## src/rtl/readout_collector.sv

```systemverilog
// Readout collector: terminal consumer of the readout router chain.
// Buffers spin/psum words into a host valid/ready stream, holds flip requests
// toward the spin array, acknowledges them to the router, and keeps debug
// counters and sticky error flags.
// Optional frame counting is enabled by defining READOUT_COLLECTOR_FRAME_EN.
module readout_collector #(
    parameter int unsigned DEPTH       = 16,
    parameter int unsigned AW          = 4,
    parameter int unsigned FRAME_WORDS = 64
) (
    input  logic        clk,
    input  logic        rst,
    input  logic [31:0] rd_word,
    output logic        flip_ack,
    output logic        flip_valid,
    output logic [28:0] flip_payload,
    input  logic        flip_ready,
    output logic        m_valid,
    output logic [31:0] m_data,
    input  logic        m_ready,
    input  logic        clr,
    output logic [15:0] spin_cnt,
    output logic [15:0] psum_cnt,
    output logic        ovf,
    output logic        err,
    output logic        frame_done
);

    // Reject parameter combinations the pointer arithmetic cannot support.
    if (DEPTH != (32'd1 << AW) || DEPTH < 2 || FRAME_WORDS < 2) begin : g_param_check
        $error("readout_collector: DEPTH must equal 2**AW (>=2), FRAME_WORDS >= 2");
    end

    typedef enum logic {HoldEmpty, HoldFull} flip_state_e;

    logic [2:0]  tag;
    logic        is_spin, is_psum, is_flip, is_rsvd;
    flip_state_e state_q, state_d;

    assign tag = rd_word[31:29];

    // Tag decode; tags 0 and 5 fall through as ignored.
    always_comb begin
        is_spin = 1'b0;
        is_psum = 1'b0;
        is_flip = 1'b0;
        is_rsvd = 1'b0;
        case (tag)
            3'd1:                is_spin = 1'b1;
            3'd2:                is_psum = 1'b1;
            3'd6:                is_flip = 1'b1;
            3'd3, 3'd4, 3'd7:    is_rsvd = 1'b1;
            default:             ;
        endcase
    end

    // Flip FSM next state and outputs; ack depends on rd_word and state only.
    always_comb begin
        state_d    = state_q;
        flip_ack   = 1'b0;
        flip_valid = 1'b0;
        case (state_q)
            HoldEmpty: begin
                if (is_flip && !rst) begin
                    flip_ack = 1'b1;
                    state_d  = HoldFull;
                end
            end
            HoldFull: begin
                flip_valid = 1'b1;
                if (flip_ready) state_d = HoldEmpty;
            end
            default: state_d = HoldEmpty;
        endcase
    end

    // Flip FSM state register.
    always_ff @(posedge clk) begin
        if (rst) state_q <= HoldEmpty;
        else     state_q <= state_d;
    end

    // Capture the flip payload on the acknowledging edge.
    always_ff @(posedge clk) begin
        if (rst)           flip_payload <= '0;
        else if (flip_ack) flip_payload <= rd_word[28:0];
    end

    // ---------------- Readout FIFO ----------------
    logic [31:0] mem [DEPTH];
    logic [AW:0] wr_ptr, rd_ptr;
    logic        empty, full, pop, push_req, push_ok;

    assign empty    = (wr_ptr == rd_ptr);
    assign full     = (wr_ptr[AW] != rd_ptr[AW]) && (wr_ptr[AW-1:0] == rd_ptr[AW-1:0]);
    assign m_valid  = !empty;
    assign m_data   = mem[rd_ptr[AW-1:0]];
    assign pop      = m_valid && m_ready;
    assign push_req = is_spin || is_psum;
    // A push at full is only accepted when a pop frees the slot in the same cycle.
    assign push_ok  = push_req && (!full || pop);

    // Storage write; contents are not reset, the pointers define validity.
    always_ff @(posedge clk) begin
        if (push_ok) mem[wr_ptr[AW-1:0]] <= rd_word;
    end

    // FIFO pointers.
    always_ff @(posedge clk) begin
        if (rst) begin
            wr_ptr <= '0;
            rd_ptr <= '0;
        end else begin
            if (push_ok) wr_ptr <= wr_ptr + 1'b1;
            if (pop)     rd_ptr <= rd_ptr + 1'b1;
        end
    end

    // Saturating tag counters; clr takes priority over an increment.
    always_ff @(posedge clk) begin
        if (rst || clr) begin
            spin_cnt <= '0;
            psum_cnt <= '0;
        end else begin
            if (push_ok && is_spin && spin_cnt != 16'hFFFF) spin_cnt <= spin_cnt + 16'd1;
            if (push_ok && is_psum && psum_cnt != 16'hFFFF) psum_cnt <= psum_cnt + 16'd1;
        end
    end

    // Sticky flags; a new event in the clr cycle still leaves the flag set.
    always_ff @(posedge clk) begin
        if (rst) begin
            ovf <= 1'b0;
            err <= 1'b0;
        end else begin
            ovf <= (ovf && !clr) || (push_req && !push_ok);
            err <= (err && !clr) || is_rsvd;
        end
    end

`ifdef READOUT_COLLECTOR_FRAME_EN
    localparam int unsigned FCW = (FRAME_WORDS > 2) ? $clog2(FRAME_WORDS) : 1;

    logic [FCW-1:0] frame_cnt;
    logic           frame_last;

    assign frame_last = (frame_cnt == FCW'(FRAME_WORDS - 1));

    // Frame counter over accepted spin pushes; pulse and wrap on the last word.
    always_ff @(posedge clk) begin
        if (rst || clr) begin
            frame_cnt  <= '0;
            frame_done <= 1'b0;
        end else begin
            frame_done <= 1'b0;
            if (push_ok && is_spin) begin
                if (frame_last) begin
                    frame_cnt  <= '0;
                    frame_done <= 1'b1;
                end else begin
                    frame_cnt <= frame_cnt + 1'b1;
                end
            end
        end
    end
`else
    assign frame_done = 1'b0;
`endif

endmodule
```

## config.mk

```make
export PLATFORM = sky130hd
export DESIGN_NAME = readout_collector
export DESIGN_NICKNAME = d
export VERILOG_FILES = /design/src/rtl/readout_collector.sv
export SDC_FILE = /design/constraint.sdc
export NUM_CORES = 1
export LEC_CHECK = 0
export ABC_AREA = 1
export CAP_MARGIN = 10
export CORE_MARGIN = 2
export CORE_UTILIZATION = 52
export DETAILED_ROUTE_END_ITERATION = 8
export GPL_TIMING_DRIVEN = 0
export PLACE_DENSITY = 0.76
export SYNTH_ARGS = -nofsm -noshare
export SYNTH_HDL_FRONTEND = slang
export SYNTH_SLANG_ARGS = --single-unit
export TNS_END_PERCENT = 5
```

## constraint.sdc

```tcl
create_clock -name clk -period 6.3 [get_ports clk]
set_input_delay 1.89 -clock clk [delete_from_list [all_inputs] [get_ports clk]]
set_output_delay 1.89 -clock clk [all_outputs]
set_load 0.03 [all_outputs]
```

==> impl_metrics.ini <==
[clock_network]
root_buffer = clkbuf_16
cts_made_buffers = 58
cts_hold_buffers = 0
h-tree-depth = 2
cts_tree = done
cts_sinks = 590
path_clk_slew_ns = 0.06
clock_path_buffers = 3
clk-insertion-delay-late_ns = 0.64

[floorplanning]
die-area_um2 = 47600
std_cell_rows = 78
initial_utilization_pct = 52.7
die_w_um = 218
io_pins = 136
coreArea_um2 = 45300
die_h_um = 218

[timing]
clock_skew_ns = 0.0207
whs_ns = 0.481
hold_viol_final = 0
setup_viol = 0
max_freq_ghz = 0.163
tightest_slew_ns = 1.09
min_period_ns = 6.15
finalCritPeriodShare_pct = 97.6
timing.final.max_slew_violations = 0
rsz0062_at_grt = false
slew-limit-headroom_pct = 27.1
setup_tns_ns = 0

[synthesis]
synth_area_um2 = 23900
postSynthAreaPerCell_um2 = 11.7
syn-num-nets = 2083
netlist_instances = 2039
synth_edf_count = 512
synthTopCellsByArea = edfxtp_1 (64%), nor2_1 (6.8%), dfxtp_1 (6.5%)
ys_seq_area_share_pct = 71.0
ys.flop_type = edfxtp_1
ys_seq_elements = 590
yosysTopAreaCell = edfxtp_1
yosys_warnings = 0
ys_types = 32
synth_top_area_share_pct = 64.5
async_reset_ff_share_pct = 0

[placed_design]
hpwl_um = 46100
dpl_cell_area_um2 = 26400
gp_congestion = 0.879
numPortBuffers = 133
place_inst = 2788

[critical_path]
critical_path.startpoint_type = primary input
cp_common_cell = clkdlybuf4s50_1
crit_path_max_incr_delay_ns = 0.77
crit_buf_inv = 5
crit_slowest_cell = clkdlybuf4s50_1
cp-end-kind = output port
required_ns = 4.41
critPathKind = primary input to output port
crit_family = buffers and inverters
crit_fanout = 17
cp.arrival_ns = 4.26
cp_cell_sequence = clkdlybuf4s50_1 > inv_1 > nor4_4 > buf_4 > buf_2 > clkdlybuf4s50_1

[grt]
grt_use_total_pct = 30.0
grt_pass1_vias = 17464
antenna_found_initial = 1
grt_first_pass_wirelength_um = 105000
grt_max_degree = 27
grt.overflow.total = 0

[cells_and_area]
drive_gt1_share_pct = 7.66
nets = 2294
diodes = 0
layout.cells.non_filler = 2897
area_delta_synth_final_pct = 18.1
fin_area_um2 = 28200

[route]
ant_nets = 0
drt_wl_total_um = 71300
routedWlPerCell_um = 24.6
drc_errors = 0
dr_total_vias = 17652
via_per_inst = 6.09
dr.pass1.iters = 7
drt_iter0_drc = 2407

[power_and_ir_drop]
p_leak_nw = 9.01
power_density_nw_per_um2 = 317
vdd_ir_drop_max_mv = 0.229

[min_path]
hold_class = flip-flop to flip-flop

[flow_run]
maxCapViolCount = 0

[run_status]
run_status = complete, no violations
-- flip-flops by register name, indices dropped and copies added (netlist names), named ones only --
register	cells
rd_ptr	5
spin_cnt	16
mem	512
ovf	1
state_q	1
flip_payload	29
wr_ptr	5
err	1
psum_cnt	16
-- synthesized netlist by cell type (all sizes together), types with 18 or more instances --
master and instances:
a21oi 42, nand2 234, o21ai 324, inv 40
nand4 18, buf 60, nand3 60, edfxtp 512
clkbuf 65, o211ai 128, dfxtp 78, nor2 437
-- cells by family (layout without fill, tap and decap cells) --
kind of cell / Yosys count / in the layout / share of synthesized area (%)
other: 1 / 1 / 0.0157
XOR/XNOR: 23 / 23 / 0.845
adder cells (fa/ha/maj): 7 / 7 / 0.367
AND/OR/NAND/NOR: 757 / 757 / 12.9
AO/OA/AOI/OAI: 495 / 495 / 11.8
flip-flops: 590 / 590 / 71.0
buffers and inverters: 166 / 424 / 3.08
-- final cells by class --
type                    instances  area, um^2
clock buffers                  86        1600
flip-flops and latches        590       16900
well taps                     600         751
fillers                      3399       17100
repair buffers                151        1690
clock inverters                21         155
plain buffers                 125         582
multi-input cells            1283        6310
inverters                      41         154
-- what timing repair did --
| action | 4_1_cts | 5_1_grt |
|---|---|---|
| pin swaps | 1 | 0 |
| resized for setup | 2 | 3 |
| cloned | 0 | 0 |
| setup endpoints to repair | 1 | 1 |
| setup buffers | 2 | 0 |
-- layout by cell type, fill, tap and decap left out, drive strengths merged, types with 3 or more instances in the layout --
cell,Yosys,layout
nor2,437,437
edfxtp,512,512
buf,60,78
xnor2,9,9
o21ai,324,324
xor2,14,14
clkinv,1,17
a21oi,42,42
dfxtp,78,78
clkbuf,65,152
nand4,18,18
nor3,3,3
nand2,234,234
clkdlybuf4s50,0,131
o211ai,128,128
ha,7,7
nand3b,4,4
nand3,60,60
inv,40,41
-- through the flow --
step	util, %	worst slack (ns)	power [mW]
finish	62.2	0.149	8.93
global route	62.2	0.0204	9.15
CTS	62.2	0.0541	8.90
detailed placement	58.3	-0.674	5.69
global placement	57.3	-0.799	5.65
floorplan	-	1.66	5.11
-- report_power, final --
group	total, mW	switching (mW)	leakage (nW)	internal [mW]
registers	4.30	0.0179	5.24	4.28
logic	1.35	0.956	2.92	0.395
clock network	3.29	1.46	0.843	1.83
total	8.93	2.43	9.01	6.50
-- worst min-delay path, delay by kind of cell, from the launching register on --
family          cells  cell delay [ns]
compound gates      1             0.07
flops               1             0.31
simple gates        1             0.05
-- path summary, 6_finish.rpt --
| path | from | endpoint | slack, ns | depth (start not counted) |
|---|---|---|---|---|
| setup / recovery | rd_word[31] | flip_ack | 0.15 | 6 |
| hold / removal | flip_payload[7] | flip_payload[7] | 0.48 | 2 |
| setup reg to reg | wr_ptr[2] | mem[4][17] | 3.54 | 12 |
| hold reg to reg | flip_payload[7] | flip_payload[7] | 0.48 | 2 |
-- layer usage --
metal  global-route usage (%)  routed length (um)
met1                     37.8               25000
met2                     48.4               33600
met3                     7.31                9040
met4                     15.7                3700
met5                        0                  11
Note: power is estimated with default switching activity, not from simulation.
